[config.mk]
export PLATFORM = sky130hd
export DESIGN_NAME = mipi_clk_lane_tx_ctrl
export DESIGN_NICKNAME = d
export VERILOG_FILES = /design/src/rtl/mipi_clk_lane_tx_ctrl.sv
export SDC_FILE = /design/constraint.sdc
export NUM_CORES = 1
export LEC_CHECK = 0
export ABC_AREA = 1
export CAP_MARGIN = 10
export CORE_MARGIN = 4
export CORE_UTILIZATION = 40
export DETAILED_ROUTE_END_ITERATION = 10
export PLACE_DENSITY = 0.71
export REMOVE_ABC_BUFFERS = 1
export SETUP_SLACK_MARGIN = 0.05
export SLEW_MARGIN = 20
export SYNTH_ARGS = -nofsm -noshare
export SYNTH_HDL_FRONTEND = slang
export SYNTH_SLANG_ARGS = --single-unit
export TNS_END_PERCENT = 30
[constraint.sdc]
create_clock -name BYTECLK -period 2.5 [get_ports BYTECLK]
set_input_delay 0.5 -clock BYTECLK [delete_from_list [all_inputs] [get_ports BYTECLK]]
set_output_delay 0.5 -clock BYTECLK [all_outputs]
set_load 0.02 [all_outputs]
[src/rtl/mipi_clk_lane_tx_ctrl.sv]
// mipi_clk_lane_tx_ctrl
// D-PHY clock-lane TX sequencer running on the byte clock. It walks the
// LP-TX / HS-TX pins through the HS entry and exit sequences and raises
// HS_READY while the HS clock is toggling and valid for the data lanes.
// Optional ultra-low-power state support is compiled in with the
// MIPI_CLK_ULPS_EN macro.
module mipi_clk_lane_tx_ctrl #(
  parameter int unsigned T_LPX     = 4,
  parameter int unsigned T_PREPARE = 3,
  parameter int unsigned T_ZERO    = 16,
  parameter int unsigned T_PRE     = 2,
  parameter int unsigned T_POST    = 8,
  parameter int unsigned T_TRAIL   = 4,
  parameter int unsigned T_HSEXIT  = 6,
  parameter int unsigned T_WAKEUP  = 32,
  parameter int unsigned CNT_W     = 8
) (
  input  logic       BYTECLK,
  input  logic       RST,
  input  logic       HS_REQ,
`ifdef MIPI_CLK_ULPS_EN
  input  logic       ULPS_REQ,
  output logic       ULPS_ACTIVE,
`endif
  output logic       HS_READY,
  output logic       BUSY,
  output logic [3:0] STATE,
  output logic       TXLPEN,
  output logic       DTXLPP,
  output logic       DTXLPN,
  output logic       TXHSEN,
  output logic       TXHSPD,
  output logic       TXHSGATE
);

  typedef enum logic [3:0] {
    ST_STOP      = 4'h0,
    ST_HS_RQST   = 4'h1,
    ST_PREPARE   = 4'h2,
    ST_ZERO      = 4'h3,
    ST_PRE       = 4'h4,
    ST_RUN       = 4'h5,
    ST_POST      = 4'h6,
    ST_TRAIL     = 4'h7,
    ST_EXIT      = 4'h8
`ifdef MIPI_CLK_ULPS_EN
    ,
    ST_ULPS_RQST = 4'h9,
    ST_ULPS      = 4'hA,
    ST_ULPS_EXIT = 4'hB
`endif
  } state_t;

  state_t           state;
  state_t           state_nxt;
  logic [CNT_W-1:0] timer;
  logic [CNT_W-1:0] timer_nxt;

  // Every timing parameter has to fit the timer.
  if (T_LPX >= 2**CNT_W || T_PREPARE >= 2**CNT_W || T_ZERO >= 2**CNT_W ||
      T_PRE >= 2**CNT_W || T_POST >= 2**CNT_W || T_TRAIL >= 2**CNT_W ||
      T_HSEXIT >= 2**CNT_W || T_WAKEUP >= 2**CNT_W) begin : g_cfg_check
    $error("mipi_clk_lane_tx_ctrl: every T_* must be < 2**CNT_W");
  end

  // A duration of 0 is treated as 1 cycle.
  function automatic logic [CNT_W-1:0] cycles_to_load(input int unsigned t);
    return (t == 0) ? '0 : CNT_W'(t - 1);
  endfunction

  // Timer preload for a state being entered; untimed states load 0.
  function automatic logic [CNT_W-1:0] load_for(input state_t s);
    case (s)
      ST_HS_RQST:   load_for = cycles_to_load(T_LPX);
      ST_PREPARE:   load_for = cycles_to_load(T_PREPARE);
      ST_ZERO:      load_for = cycles_to_load(T_ZERO);
      ST_PRE:       load_for = cycles_to_load(T_PRE);
      ST_POST:      load_for = cycles_to_load(T_POST);
      ST_TRAIL:     load_for = cycles_to_load(T_TRAIL);
      ST_EXIT:      load_for = cycles_to_load(T_HSEXIT);
`ifdef MIPI_CLK_ULPS_EN
      ST_ULPS_RQST: load_for = cycles_to_load(T_LPX);
      ST_ULPS_EXIT: load_for = cycles_to_load(T_WAKEUP);
`endif
      default:      load_for = '0;
    endcase
  endfunction

  // Pin pattern {TXLPEN, DTXLPP, DTXLPN, TXHSEN, TXHSPD, TXHSGATE} per state.
  function automatic logic [5:0] pins_for(input state_t s);
    case (s)
      ST_HS_RQST:             pins_for = 6'b101011;
      ST_PREPARE:             pins_for = 6'b100001;
      ST_ZERO, ST_TRAIL:      pins_for = 6'b000101;
      ST_PRE, ST_RUN, ST_POST: pins_for = 6'b000100;
`ifdef MIPI_CLK_ULPS_EN
      ST_ULPS_RQST,
      ST_ULPS_EXIT:           pins_for = 6'b110011;
      ST_ULPS:                pins_for = 6'b100011;
`endif
      default:                pins_for = 6'b111011;
    endcase
  endfunction

  // Next state and timer; a timed state advances on the edge where its timer is 0.
  always_comb begin
    state_nxt = state;
    case (state)
      ST_STOP: begin
        if (HS_REQ) state_nxt = ST_HS_RQST;
`ifdef MIPI_CLK_ULPS_EN
        else if (ULPS_REQ) state_nxt = ST_ULPS_RQST;
`endif
      end
      ST_HS_RQST:   if (timer == '0) state_nxt = ST_PREPARE;
      ST_PREPARE:   if (timer == '0) state_nxt = ST_ZERO;
      ST_ZERO:      if (timer == '0) state_nxt = ST_PRE;
      ST_PRE:       if (timer == '0) state_nxt = ST_RUN;
      ST_RUN:       if (!HS_REQ) state_nxt = ST_POST;
      ST_POST:      if (timer == '0) state_nxt = ST_TRAIL;
      ST_TRAIL:     if (timer == '0) state_nxt = ST_EXIT;
      ST_EXIT:      if (timer == '0) state_nxt = ST_STOP;
`ifdef MIPI_CLK_ULPS_EN
      ST_ULPS_RQST: if (timer == '0) state_nxt = ST_ULPS;
      ST_ULPS:      if (!ULPS_REQ) state_nxt = ST_ULPS_EXIT;
      ST_ULPS_EXIT: if (timer == '0) state_nxt = ST_STOP;
`endif
      default:      state_nxt = ST_STOP;
    endcase

    if (state_nxt != state) timer_nxt = load_for(state_nxt);
    else if (timer != '0)   timer_nxt = timer - 1'b1;
    else                    timer_nxt = '0;
  end

  // State, timer and outputs registered together; outputs decode the next state.
  always_ff @(posedge BYTECLK) begin
    if (RST) begin
      state       <= ST_STOP;
      timer       <= '0;
      {TXLPEN, DTXLPP, DTXLPN, TXHSEN, TXHSPD, TXHSGATE} <= 6'b111011;
      HS_READY    <= 1'b0;
      BUSY        <= 1'b0;
`ifdef MIPI_CLK_ULPS_EN
      ULPS_ACTIVE <= 1'b0;
`endif
    end else begin
      state       <= state_nxt;
      timer       <= timer_nxt;
      {TXLPEN, DTXLPP, DTXLPN, TXHSEN, TXHSPD, TXHSGATE} <= pins_for(state_nxt);
      HS_READY    <= (state_nxt == ST_RUN);
      BUSY        <= (state_nxt != ST_STOP);
`ifdef MIPI_CLK_ULPS_EN
      ULPS_ACTIVE <= (state_nxt == ST_ULPS);
`endif
    end
  end

  assign STATE = state;

endmodule

==> impl_metrics.ini, run 1 <==
[detailed_routing]
wl_per_cell_um = 11.5
wl_met1_mm = 1.12
wl_met2_mm = 1.13
firstDrtPassIters = 4
drt_wl_total_mm = 2.38
vias = 1025
drtIter0Drc = 35
antenna_left = 0
top_layer = met4
drc = 0
via_per_inst = 4.95
dr_wl_met3_um = 111

[clock_network]
cts_max_level = 1
cts_buffers = 3
clockRootBuffer = clkbuf_4
cts_tree = done
cts_setup_buffers = 0
clk_latency_ns = 0.30
path_clk_slew_ns = 0.11
post_cts_resized = 0
cts_hold_buffers = 0
cts_sinks = 19
clockBufferDepth = 2

[finish]
nFillCells = 255
area_growth_syn_to_layout_pct = 17.7
layout-drive-gt1-share_pct = 25.0
antenna_cells = 0
nets = 181

[yosys]
synth_top_area_share_pct = 33.3
netlist_area_mm2 = 0.00114
async_flop_share_pct = 0
syn_avg_cell_area_um2 = 7.19
synth_ff_type = dfxtp_1
syn-instance-count = 159
yosysMostFrequentCell = nand2_1
ys_ff_latch = 19
synth_cell_type_count = 29
synthTopCellsByCount = nand2_1 (38), dfxtp_1 (19), nor2_1 (16), inv_1 (14)
ys_top_cells_by_area = dfxtp_1 (33%), nand2_1 (12%), nor2_2 (5.5%)
yosysWarnings = 0
yosys.area.top_type = dfxtp_1
synth_edf_count = 0
synth_seq_area_share_pct = 33.3

[setup_path]
worstPathRequired_ns = 2.00
r2r_slack_ns = 0.61
crit_fanout = 8
criticalPathCategory = register to output port
critPathBufInv = 1
end_kind = output port
path_depth = 1
critPathLaunchType = register
path_cells = clkdlybuf4s50_1
endpoint = STATE[1]
critical_path.top_delay_family = buffers and inverters
crit_slowest_cell = clkdlybuf4s50_1
reg2reg_depth = 13
regToRegStartpoint = timer[0]
crit_arrival_ns = 1.49
cp-startpoint = STATE[1]
r2r_end = timer[0]
cpPeakStageDelay_ns = 0.67

[global_routing]
grt_max_degree = 12
grt_overflow = 0
antenna_found_initial = 0
grt_pass1_vias = 976
grt_pass1_wl_mm = 4.08
gr-usage-all-layers_pct = 14.5

[power_and_ir_drop]
ir_worst_vdd_mv = 0.706
leakagePower_nw = 0.620
power.total_mw = 2.01
p_per_area_mw_per_mm2 = 1500

[placed_design]
place_hpwl_mm = 1.91
gp_congestion = 0.918
portBuffers = 14

[timing]
min_period_ns = 1.99
rsz0062_at_grt = no
drv_slew = 0
tns_ns = 0
skew_ns = 0.00252
hold_violations = 0
relSlewSlack_pct = 73.8
tightest_slew_ns = 0.392
setup_viol = 0
post-route-period-util_pct = 79.6
max_freq_ghz = 0.502

[outcome]
status = complete, no violations

[die]
fp-row-count = 19
start_util_pct = 41.8
dieWidth_um = 61.5
core_mm2 = 0.00273
io_pins = 15
fp.dieArea_mm2 = 0.00378
die_h_um = 61.5

[worst_hold_path]
holdCritPathClass = register to register

[run]
cap_violations = 0
per-stage QoR:
step	utilization (%)	cells	worst slack, ns	hold slack [ns]	area, um^2
6_report	49.2	207	0.510	0.537	1350
5_1_grt	49.2	207	0.397	0.576	1350
4_1_cts	49.2	207	0.503	0.544	1350
3_5_place_dp	48.2	203	0.499	0.522	1320
3_3_place_gp	48.2	203	0.533	0.514	1320
2_1_floorplan	-	157	0.869	0.487	1130
layout by cell type (no fill, tap or decap):
cell type	Yosys	routed
a21oi_2	2	2
inv_1	14	14
clkinv_2	1	2
o31ai_1	1	1
o211ai_1	2	2
a2bb2oi_1	1	1
dfxtp_1	19	19
xor2_1	3	3
clkbuf_4	0	3
nand2_2	9	9
o21ai_0	3	3
nor3_1	1	1
nand3_2	3	3
inv_2	6	6
nor2_4	1	1
xnor2_1	1	1
nor2_1	16	16
o21ai_2	1	1
nand3_4	2	2
nand2_1	38	38
nand4_1	5	5
a21oi_1	2	2
a21oi_4	1	1
clkdlybuf4s50_1	0	14
nand3_1	10	10
nor2_2	10	10
ha_1	1	1
nand3b_1	1	1
nand2_4	3	3
buf_4	1	1
tightest hold or removal path: cells and delay by family (launching register included):
family / cells / cell delay (ns)
AO/OA/AOI/OAI: 2 / 0.15
flip-flops: 1 / 0.35
cells by family (layout without fill, tap and decap cells):
group / after synthesis / after routing / share of synthesized area (%)
AO/OA/AOI/OAI: 13 / 13 / 8.64
buffers and inverters: 23 / 40 / 7.99
flip-flops: 19 / 19 / 33.3
AND/OR/NAND/NOR: 99 / 99 / 46.0
adder cells (fa/ha/maj): 1 / 1 / 1.09
XOR/XNOR: 4 / 4 / 3.06
registers in the layout, summed over array words and instances, names as in the netlist:
name / flops
timer: 8
STATE: 4
BUSY: 1
DTXLPN: 1
DTXLPP: 1
HS_READY: 1
TXHSEN: 1
TXHSGATE: 1
TXLPEN: 1
power breakdown:
part | switching [mW] | internal (mW) | total, mW
clock | 0.0962 | 0.0597 | 0.156
sequential | 0.0847 | 0.399 | 0.483
combinational | 0.888 | 0.488 | 1.38
metal layers:
| metal | track usage, % | vias to the layer above |
|---|---|---|
| li1 | - | 536 |
| met1 | 18.4 | 469 |
| met2 | 23.3 | 16 |
| met3 | 4.19 | 4 |
| met4 | 5.76 | 0 |
| met5 | 0 | - |
area by class of cell:
cell class / instances / area [um^2] / area share, %
Timing Repair Buffer: 15 / 148 / 11.0
Clock buffer: 3 / 22.5 / 1.67
Multi-Input combinational cell: 117 / 672 / 49.9
Sequential cell: 19 / 380 / 28.3
Tap cell: 31 / 38.8 / 2.88
Inverter: 21 / 80.1 / 5.95
Clock inverter: 1 / 5.00 / 0.372
worst min-delay path by stage:
stage	startpoint	cells after the start	slack, ns	to
after floorplan	timer[5]	2	0.49	timer[5]
after global placement	timer[5]	2	0.51	timer[5]
after detailed placement	timer[5]	2	0.52	timer[5]
after CTS	timer[5]	2	0.54	timer[5]
after global routing	timer[5]	2	0.58	timer[5]
final	timer[5]	2	0.54	timer[5]
(Power assumes the default switching activity.)
==> run 2: changes to the inputs <==
==> constraint.sdc (replaced) <==
create_clock -name BYTECLK -period 1.94 [get_ports BYTECLK]
set_input_delay 0.388 -clock BYTECLK [delete_from_list [all_inputs] [get_ports BYTECLK]]
set_output_delay 0.388 -clock BYTECLK [all_outputs]
set_load 0.02 [all_outputs]
==> run 2 against run 1 <==
Sequential share of layout area decreased by 1.1 points. Clock-buffer cell count unchanged. Clock skew increased by 0.0027 ns. Combinational power increased by 44%. Final cell count increased by 1.4%. Cell area increased by 4.7%. Routed wire length increased by 2.1%. First-iteration DRC count decreased by 66%. Global-route usage increased by 0.35 points. Non-clock buffer count increased by 3. Sequential cell count unchanged. Core utilization increased by 2.3 points. Critical endpoint unchanged. Highest routed layer unchanged.
==> impl_metrics.ini, run 2 (synthesis results as in run 1) <==
[detailed_routing]
firstDrtPassIters = 4
wl_per_cell_um = 11.6
drtIter0Drc = 12
drc = 0
antenna_left = 0
via_per_inst = 5.00
drt_wl_total_mm = 2.43
vias = 1050

[setup_path]
crit_slowest_cell = clkdlybuf4s50_1
crit_arrival_ns = 1.45
path_cells = clkdlybuf4s50_1
end_kind = output port
critPathBufInv = 1
critical_path.top_delay_family = buffers and inverters
critPathLaunchType = register
cpPeakStageDelay_ns = 0.66
crit_fanout = 8
criticalPathCategory = register to output port
worstPathRequired_ns = 1.55

[finish]
layout_commonest_cell = nand2_1
final_core_util_pct = 51.6
final_cell_mix = nand2_1 (35), dfxtp_1 (17), nor2_1 (16)
regMostFlops = timer
antenna_cells = 0
largest_reg_flops = 8
nets = 184
area_growth_syn_to_layout_pct = 23.3
layout-drive-gt1-share_pct = 30.2

[clock_network]
path_clk_slew_ns = 0.11
clk_latency_ns = 0.29
cts_buffers = 3
cts_sinks = 19
clockRootBuffer = clkbuf_4
cts_max_level = 1
cts_tree = done
clockBufferDepth = 2

[power_and_ir_drop]
leakagePower_nw = 0.641
p_per_area_mw_per_mm2 = 1990
ir_worst_vdd_mv = 1.08

[die]
fp.dieArea_mm2 = 0.00378
core_mm2 = 0.00273
dieWidth_um = 61.5
io_pins = 15
fp-row-count = 19
die_h_um = 61.5
start_util_pct = 41.8

[placed_design]
place_ws_ns = 0.0473
portBuffers = 14
place_hpwl_mm = 1.89
gp_congestion = 0.904

[timing]
finalWorstSetupSlack_ns = 0.0972
drv_slew = 0
relSlewSlack_pct = 73.2
rsz0062_at_grt = yes
tightest_slew_ns = 0.401
skew_ns = 0.00519
min_period_ns = 1.84
post-route-period-util_pct = 95.0
hold_violations = 0
setup_viol = 0
max_freq_ghz = 0.543
tns_ns = 0

[outcome]
status = complete, no violations

[run]
cap_violations = 0

[global_routing]
grt_max_degree = 12
grt_pass1_vias = 1027
grt_pass1_wl_mm = 4.31
grt_overflow = 0
antenna_found_initial = 0
gr-usage-all-layers_pct = 14.9

[worst_hold_path]
holdCritPathClass = register to register
==> run 2: changes by cell type in the layout (fill, tap and decap cells not counted), sizes merged <==
cell,before,now
buf,1,4
==> run 2: stage by stage <==
step	instances	hold WS [ns]	power (mW)	cell area [um^2]
6_report	210	0.545	2.81	1410
5_1_grt	210	0.568	3.08	1410
4_1_cts	209	0.549	2.67	1360
3_5_place_dp	205	0.534	2.46	1330
3_3_place_gp	205	0.511	2.42	1330
2_1_floorplan	157	0.457	2.03	1130
==> run 2: area by class of cell <==
class / instances / area [um^2]
fill: 252 / 1320
multi-input combinational: 117 / 711
sequential: 19 / 383
timing repair buffer: 18 / 170
inverter: 21 / 80.1
tap: 31 / 38.8
clock buffer: 3 / 22.5
clock inverter: 1 / 5.00
==> run 2: path summary, 6_finish.rpt <==
check,to,depth (start not counted),start,slack [ns]
max,STATE[1],1,STATE[1],0.1
min,timer[5],2,timer[5],0.54
max reg2reg,timer[0],13,timer[1],0.18
min reg2reg,timer[5],2,timer[5],0.54
==> run 2: worst reg2reg max path: cells and delay by family, from the launching register on <==
kind                     cells  cell delay (ns)
adder cells (fa/ha/maj)      1             0.20
buffers and inverters        2             0.12
flip-flops                   1             0.33
AND/OR/NAND/NOR              9             0.87
AO/OA/AOI/OAI                1             0.14
==> run 2: power by group <==
group	internal, mW	switching, mW
logic	0.742	1.24
clock network	0.0767	0.120
registers	0.516	0.110
total	1.33	1.47
==> run 2: metal layers <==
metal | vias to the layer above | track usage [%] | part of all wire [%]
li1 | 546 | - | -
met1 | 477 | 18.8 | 45
met2 | 23 | 25.5 | 48
met3 | 4 | 4.40 | 5.1
met4 | 0 | 2.42 | 1.1
met5 | - | 0 | 0
==> run 2: repair_timing <==
action / 4_1_cts / 5_1_grt
hold buffers: 0 / 0
setup buffers: 0 / 1
resized for setup: 0 / 11
endpoints found under the setup margin: 0 / 14
